`config.mk`:
```
export PLATFORM = sky130hd
export DESIGN_NAME = mintz80_mmu_ctl_flat
export DESIGN_NICKNAME = d
export VERILOG_FILES = /design/src/rtl/mintz80_mmu_ctl_if.sv /design/src/rtl/mintz80_mmu_ctl.sv /design/src/flat_wrapper.sv
export SDC_FILE = /design/constraint.sdc
export NUM_CORES = 1
export LEC_CHECK = 0
export ABC_AREA = 0
export ABC_CLOCK_PERIOD_IN_PS = 3550
export BUFFER_PORTS_ARGS = -buffer_cell sky130_fd_sc_hd__buf_2
export CAP_MARGIN = 20
export CORE_MARGIN = 2
export CORE_UTILIZATION = 30
export DETAILED_ROUTE_END_ITERATION = 12
export PLACE_DENSITY_LB_ADDON = 0.12
export REMOVE_ABC_BUFFERS = 1
export SLEW_MARGIN = 40
export SYNTH_ARGS = -nofsm -noshare
export SYNTH_HDL_FRONTEND = slang
export SYNTH_SLANG_ARGS = --single-unit
```
`constraint.sdc`:
```
create_clock -name clk -period 3.55 [get_ports clk]
set_input_delay 1.065 -clock clk [delete_from_list [all_inputs] [get_ports clk]]
set_output_delay 1.065 -clock clk [all_outputs]
set_load 0.01 [all_outputs]
```
`src/rtl/mintz80_mmu_ctl_if.sv`:
```
// MinTZ80 MMU write-port bus: CPU memmap write request/response plus the
// page-register write port. master = requester/observer, slave = sequencer.
interface mintz80_mmu_ctl_if;
   logic       cpu_wr_req;
   logic [2:0] cpu_adr;
   logic [2:0] cpu_data;
   logic       cpu_ack;
   logic       cpu_nak;
   logic       mm_we;
   logic [2:0] mm_adr;
   logic [2:0] mm_data;

   modport master (
      output cpu_wr_req, cpu_adr, cpu_data,
      input  cpu_ack, cpu_nak, mm_we, mm_adr, mm_data
   );

   modport slave (
      input  cpu_wr_req, cpu_adr, cpu_data,
      output cpu_ack, cpu_nak, mm_we, mm_adr, mm_data
   );
endinterface

```
`src/rtl/mintz80_mmu_ctl.sv`:
```
// MinTZ80 MMU page-register write-port sequencer: init/restore, CPU writes,
// lock. Ports: clk, reset (sync, active-low), bus (slave: cpu req/ack/nak and
// mm write port), restore_req, lock_req, unlock_req, busy, init_done, locked.
// Optional lock logic: define MMU_CTL_LOCK_EN.
module mintz80_mmu_ctl #(
   parameter logic [23:0] DEFAULT_MAP = 24'o11111110
) (
   input  logic                  clk,
   input  logic                  reset,
   mintz80_mmu_ctl_if.slave      bus,
   input  logic                  restore_req,
   input  logic                  lock_req,
   input  logic                  unlock_req,
   output logic                  busy,
   output logic                  init_done,
   output logic                  locked
);

`ifdef MMU_CTL_LOCK_EN
   localparam bit LOCK_EN = 1'b1;
`else
   localparam bit LOCK_EN = 1'b0;
`endif

   typedef enum logic {INIT, RUN} state_t;

   state_t     state;
   logic [2:0] cnt;
   logic       pend_v;
   logic [2:0] pend_adr;
   logic [2:0] pend_data;
   logic [2:0] idx;
   logic [4:0] base;
   logic [2:0] slot_val;
   logic       lock_nxt;

   // A restore restarts the sequence this very edge at slot 0.
   assign idx      = restore_req ? 3'd0 : cnt;
   assign base     = 5'(idx) * 5'd3;
   assign slot_val = DEFAULT_MAP[base +: 3];
   // Lock wins over unlock when both strobe together.
   assign lock_nxt = LOCK_EN & (lock_req | (locked & ~unlock_req));

   always_ff @(posedge clk) begin
      if (!reset) begin
         state       <= INIT;
         cnt         <= 3'd0;
         pend_v      <= 1'b0;
         pend_adr    <= 3'd0;
         pend_data   <= 3'd0;
         bus.mm_we   <= 1'b0;
         bus.mm_adr  <= 3'd0;
         bus.mm_data <= 3'd0;
         bus.cpu_ack <= 1'b0;
         bus.cpu_nak <= 1'b0;
         busy        <= 1'b1;
         init_done   <= 1'b0;
         locked      <= 1'b0;
      end else begin
         bus.mm_we   <= 1'b0;
         bus.cpu_ack <= 1'b0;
         bus.cpu_nak <= 1'b0;
         locked      <= lock_nxt;
         if (state == RUN) init_done <= 1'b1;
         if (state == INIT || restore_req) begin
            bus.mm_we   <= 1'b1;
            bus.mm_adr  <= idx;
            bus.mm_data <= slot_val;
            busy        <= 1'b1;
            cnt         <= 3'(idx + 3'd1);
            state       <= (idx == 3'd7) ? RUN : INIT;
            if (bus.cpu_wr_req) begin
               if (pend_v) begin
                  bus.cpu_nak <= 1'b1;
               end else begin
                  pend_v    <= 1'b1;
                  pend_adr  <= bus.cpu_adr;
                  pend_data <= bus.cpu_data;
               end
            end
         end else begin
            busy <= 1'b0;
            if (pend_v) begin
               // Buffered write owns the port; a new request refills it.
               if (locked) begin
                  bus.cpu_nak <= 1'b1;
               end else begin
                  bus.mm_we   <= 1'b1;
                  bus.mm_adr  <= pend_adr;
                  bus.mm_data <= pend_data;
                  bus.cpu_ack <= 1'b1;
               end
               pend_v <= bus.cpu_wr_req;
               if (bus.cpu_wr_req) begin
                  pend_adr  <= bus.cpu_adr;
                  pend_data <= bus.cpu_data;
               end
            end else if (bus.cpu_wr_req) begin
               if (locked) begin
                  bus.cpu_nak <= 1'b1;
               end else begin
                  bus.mm_we   <= 1'b1;
                  bus.mm_adr  <= bus.cpu_adr;
                  bus.mm_data <= bus.cpu_data;
                  bus.cpu_ack <= 1'b1;
               end
            end
         end
      end
   end

endmodule

```
`src/flat_wrapper.sv`:
```
// flat-port wrapper written by rule: the top's interface ports become plain ports
module mintz80_mmu_ctl_flat 
#(
   parameter logic [23:0] DEFAULT_MAP = 24'o11111110
)
  (clk, reset, restore_req, lock_req, unlock_req, busy, init_done, locked, bus_cpu_wr_req, bus_cpu_adr, bus_cpu_data, bus_cpu_ack, bus_cpu_nak, bus_mm_we, bus_mm_adr, bus_mm_data);
  mintz80_mmu_ctl_if bus_i ();
  input  logic clk;
  input  logic reset;
  input  logic restore_req;
  input  logic lock_req;
  input  logic unlock_req;
  output logic busy;
  output logic init_done;
  output logic locked;
  input wire logic [$bits(bus_i.cpu_wr_req)-1:0] bus_cpu_wr_req;
  input wire logic [$bits(bus_i.cpu_adr)-1:0] bus_cpu_adr;
  input wire logic [$bits(bus_i.cpu_data)-1:0] bus_cpu_data;
  output wire logic [$bits(bus_i.cpu_ack)-1:0] bus_cpu_ack;
  output wire logic [$bits(bus_i.cpu_nak)-1:0] bus_cpu_nak;
  output wire logic [$bits(bus_i.mm_we)-1:0] bus_mm_we;
  output wire logic [$bits(bus_i.mm_adr)-1:0] bus_mm_adr;
  output wire logic [$bits(bus_i.mm_data)-1:0] bus_mm_data;
  assign bus_i.cpu_wr_req = bus_cpu_wr_req;
  assign bus_i.cpu_adr = bus_cpu_adr;
  assign bus_i.cpu_data = bus_cpu_data;
  assign bus_cpu_ack = bus_i.cpu_ack;
  assign bus_cpu_nak = bus_i.cpu_nak;
  assign bus_mm_we = bus_i.mm_we;
  assign bus_mm_adr = bus_i.mm_adr;
  assign bus_mm_data = bus_i.mm_data;
  mintz80_mmu_ctl #(.DEFAULT_MAP(DEFAULT_MAP)) u_core (.clk(clk), .reset(reset), .bus(bus_i), .restore_req(restore_req), .lock_req(lock_req), .unlock_req(unlock_req), .busy(busy), .init_done(init_done), .locked(locked));
endmodule
```
# [After elaboration in Yosys (flattened, before gate mapping)]
# Cells that the tools add are included.
[totals] register_bits=22 input_bits=12
[classes] n_reduce_logical=6 bitwise_logic=2 muxes=24 multipliers=1 add_sub_neg=1 n_shift=1 eq_ne=4
[ops] cell="$mux W3" n=15
[ops] cell="$shiftx A24 B6 Y3 const A" n=1
[ops] cell="$mux W1" n=9
[ops] cell="$ne A2 B2 Y1 const B" n=3
[ops] cell="$mul A3 B2 Y5 const B" n=1
[ops] cell="$reduce_and A4 Y1" n=1
[ops] cell="$add A3 B1 Y3 const B" n=1
[ops] cell="$eq A3 B3 Y1 const B" n=1
[ops] cell="$reduce_and A3 Y1" n=1
[ops] cell="$reduce_bool A3 Y1" n=1
[ops] cell="$not A1 Y1" n=2
[ops] cell="$reduce_bool A2 Y1" n=1
[ops] cell="$reduce_or A2 Y1" n=1
[ops] cell="$logic_or A1 B1 Y1" n=1

# [Depth between registers and ports, before layout]
[depth] word_depth=4 ltp_mapped=7 mapped_depth_nobuf=6

# [Worst setup path after synthesis]
# OpenSTA, ideal clock, no wires.
[synth_path] kind="input-to-reg" start="input port restore_req" end="register u_core.pend_adr[0]" slack_ps=1581 setup_time_ps=118 required_time_ps=3432 cell_stages=6 arrival_ps=1851 cell_sequence="and2b_1 -> buf_6 -> xnor2_1 -> and2_1 -> buf_6 -> mux2i_1"
[synth_between] elab_chain_cells=3 elab_cells_between_ends=6 cone_classes="eq/ne (2); mux (1); reduce/logical (3)"
[synth_lines] element="from (decl)" line_no="flat_wrapper.sv:10" rtl="input logic restore_req;"
[synth_lines] element="$logic_or A1 B1 Y1 (*)" line_no="mintz80_mmu_ctl.sv:65" rtl="if (state == INIT || restore_req) begin"
[synth_lines] element="$ne A2 B2 Y1 (no source line) or $reduce_bool A2 Y1 (tied branches)"
[synth_lines] element="$reduce_and A4 Y1 (no source line)"
[synth_lines] element="to (signal assigned)" line_no="mintz80_mmu_ctl.sv:77" rtl="pend_adr <= bus.cpu_adr;"
[synth_lines] element="to (signal assigned)" line_no="mintz80_mmu_ctl.sv:95" rtl="pend_adr <= bus.cpu_adr;"
[synth_lines] element="to (decl)" line_no="mintz80_mmu_ctl.sv:30" rtl="logic [2:0] pend_adr;"
# Every way passes the cells marked *; elsewhere a longest branch is shown, timed or not.
# A chain may end at the register's enable or synchronous reset.

# [Worst setup path in the final report]
[layout_path] start="input port restore_req" end="register u_core.pend_adr[2]"
# The elaborated chain is that of the path after synthesis.

==> results.py <==
metrics = {
    "detailed_routing": {
        "detailroute.wirelength.met3_um": 120,
        "drt_iter0_drc": 28,
        "drt.antenna.violating_nets": 0,
        "drc": 0,
        "wl_met2_um": 876,
        "routed_wl_um": 1920,
        "routedWlPerCell_um": 11.2,
        "met1Wirelength_um": 906,
        "maxUsedRoutingLayer": "met4",
        "route.vias.total": 773,
        "routed_via_density": 4.52,
        "drt_pass1_iterations": 4,
    },
    "final_layout": {
        "number_of_nets_in_the_layout": 143,
        "finish.utilization_pct": 36.3,
        "multiInputGateArea_um2": 475,
        "layout.filler_cells": 360,
        "syn_to_final_growth_pct": 13.5,
        "insertedDiodeCount": 0,
        "sequential_cell_area_um2": 440,
        "post_route_cells_drive_above_1_share_pct": 18.9,
    },
    "worst_setup_path": {
        "startpoint": "restore_req",
        "critPathMaxFanout": 10,
        "arrival_ps": 2370,
        "r2r.worst_path.cells": 4,
        "rr_endpoint": "u_core.pend_adr[2]",
        "critPathKind": "input port to flop",
        "r2r-start": "u_core.state",
        "setup.worst_path.start_class": "input port",
        "setup.worst_path.end": "u_core.pend_adr[2]",
        "endpoint_kind": "flop",
        "timing.critical_path.required_ps": 3800,
        "rrSetupSlack_ps": 1800,
    },
    "floorplan": {
        "dieWidth_um": 61.3,
        "die_h_um": 61.3,
        "start_util_pct": 32.0,
        "core_ar_um2": 3080,
        "fp.dieArea_um2": 3760,
        "rows": 20,
        "boundaryPins": 24,
    },
    "yosys": {
        "postSynthRegisterBits": 22,
        "synth.top_cells.by_count": "sky130_fd_sc_hd__dfxtp_1, sky130_fd_sc_hd__nand2_1, sky130_fd_sc_hd__nor2_1",
        "synth_top_area_share_pct": 44.7,
        "synthMostInstantiatedCell": "sky130_fd_sc_hd__dfxtp_1",
        "number_of_synthesized_flops_with_an_enable_pin": 0,
        "synth.lib_cells_used.distinct": 23,
        "synth.avg_cell_area_um2": 8.88,
        "synth_ff_type": "sky130_fd_sc_hd__dfxtp_1",
        "yosysSeqAreaShare_pct": 44.7,
        "synthesis.yosys.warnings": 0,
        "syn_area_um2": 986,
        "async_reset_ff_share_pct": 0,
        "synth_top_cells_by_area": "sky130_fd_sc_hd__dfxtp_1, sky130_fd_sc_hd__mux2i_1, sky130_fd_sc_hd__nand2_1",
        "synthDominantAreaCellType": "sky130_fd_sc_hd__dfxtp_1",
        "synthCells": 111,
    },
    "placed_design": {
        "gp_congestion": 0.735,
        "portBuffers": 20,
        "dp_hpwl_um": 1370,
    },
    "sta": {
        "timing.final.crit_period_ps": 2130,
        "clock-skew-final_ps": 5.91,
        "setup_repair_after_global_routing_missed_its_margin": "no",
        "finalSetupViolCount": 0,
        "max_freq_mhz": 470,
        "post-route-period-util_pct": 59.9,
        "report.final.hold_viol_count": 0,
        "setup_tns_ps": 0,
        "final_max_slew_viol_count": 0,
    },
    "clock_network": {
        "clock_insertion_delay_worst_skew_ps": 310,
        "cts.sink_count": 22,
        "tritoncts.num_buffers": 3,
        "cts.hold.buffers_added": 0,
        "cts-root-to-sink-buffers": 2,
        "cts.clk_slew.worst_paths_ps": 130,
        "post_cts_resized": 0,
        "ctsHtreeMaxLevel": 1,
        "root_buffer": "sky130_fd_sc_hd__clkbuf_4",
        "tritoncts": "built",
        "cts.repair_timing.setup_buffer_count": 0,
    },
    "grt": {
        "grt_antenna_before_repair": 0,
        "largest_net_degree_at_the_start_of_global_routing": 24,
        "grtUsageTotal_pct": 12.1,
        "overflow": 0,
        "first_global_vias": 731,
        "first_pass_grt_wire_length_um": 3330,
    },
    "pwr": {
        "powerDensity_nw_per_um2": 402,
        "report.power.total_uw": 450,
        "clkPwrFrac_pct": 31.4,
        "intPower_uw": 339,
        "power.leakage_uw": 0.000499,
        "p_sw_uw": 110,
        "comb_power_share_pct": 10.0,
        "p_sw_share_pct": 24.6,
        "seq_power_share_pct": 58.6,
        "irDropWorstVdd_mv": 0.310,
    },
    "worst_hold_path": {
        "timing.hold.worst.class": "flop to flop",
    },
    "status": {
        "outcome": "finished clean",
    },
    "run": {
        "cap_violations": 0,
    },
}
==> power groups by stage <==
stage | combinational [uW] | sequential, uW | clock, uW
detailed placement | 46.2 | 269 | 0
CTS | 46.3 | 264 | 146
global route | 52.5 | 265 | 158
finish | 45.1 | 263 | 141
global placement | 44.9 | 269 | 0
floorplan | 26.4 | 268 | 0
==> final cells by class <==
class | count | area share [%]
clock buffers | 4 | 3.24
inverters | 3 | 1.01
multi-input cells | 78 | 42.5
flip-flops and latches | 22 | 39.4
well taps | 44 | 4.92
repair buffers | 20 | 8.95
==> critical path: stages <==
cell	delay, ps
sky130_fd_sc_hd__buf_2	130
sky130_fd_sc_hd__and2b_1	420
sky130_fd_sc_hd__xnor2_1	160
sky130_fd_sc_hd__and2_1	370
sky130_fd_sc_hd__mux2i_1	230
==> routing by layer <==
metal | global-route usage, % | up-vias
li1 | - | 392
met1 | 15.5 | 357
met2 | 19.3 | 22
met3 | 4.62 | 2
met4 | 2.80 | 0
met5 | 0 | -
==> layout by cell type (no fill, tap or decap), types with 4 or more instances in the layout <==
cell type / n
sky130_fd_sc_hd__a21oi_1: 4
sky130_fd_sc_hd__nor2_1: 12
sky130_fd_sc_hd__nand2_1: 20
sky130_fd_sc_hd__dfxtp_1: 22
sky130_fd_sc_hd__buf_2: 20
sky130_fd_sc_hd__mux2i_1: 11
sky130_fd_sc_hd__o21ai_0: 5
==> sequential cells by signal, indices dropped and copies added (netlist names), 3 cells and up <==
name / flops
u_core.bus.mm_adr: 3
u_core.bus.mm_data: 3
u_core.cnt: 3
u_core.pend_adr: 3
u_core.pend_data: 3
==> cells by family after synthesis <==
logic type               after synthesis  synth area share [%]
AO/OA/AOI/OAI                         16                  10.2
AND/OR/NAND/NOR                       45                  20.9
multiplexers                          11                  11.2
flip-flops                            22                  44.7
other                                  1                 0.380
XOR/XNOR                               2                  1.78
buffers and inverters                 11                  7.11
adder cells (fa/ha/maj)                3                  3.81
==> worst min-delay path by stage <==
stage / startpoint / to / slack, ps / cells past startpoint
3_5_place_dp: u_core.init_done / u_core.init_done / 440 / 1
3_3_place_gp: u_core.init_done / u_core.init_done / 440 / 1
4_1_cts: u_core.init_done / u_core.init_done / 470 / 1
5_1_grt: u_core.pend_data[2] / u_core.pend_data[2] / 500 / 2
2_1_floorplan: u_core.pend_adr[1] / u_core.pend_adr[1] / 430 / 2
6_report: u_core.init_done / u_core.init_done / 460 / 1
==> stage by stage <==
step	instance area, um^2	setup WS, ps	hold slack, ps	instances
after global placement	1080	1100	436	167
after CTS	1120	1400	469	171
after global routing	1120	1320	496	171
after floorplan	927	1420	432	103
final	1120	1420	463	171
after detailed placement	1080	1070	438	167
No activity file was read; power rests on OpenSTA's default activity.
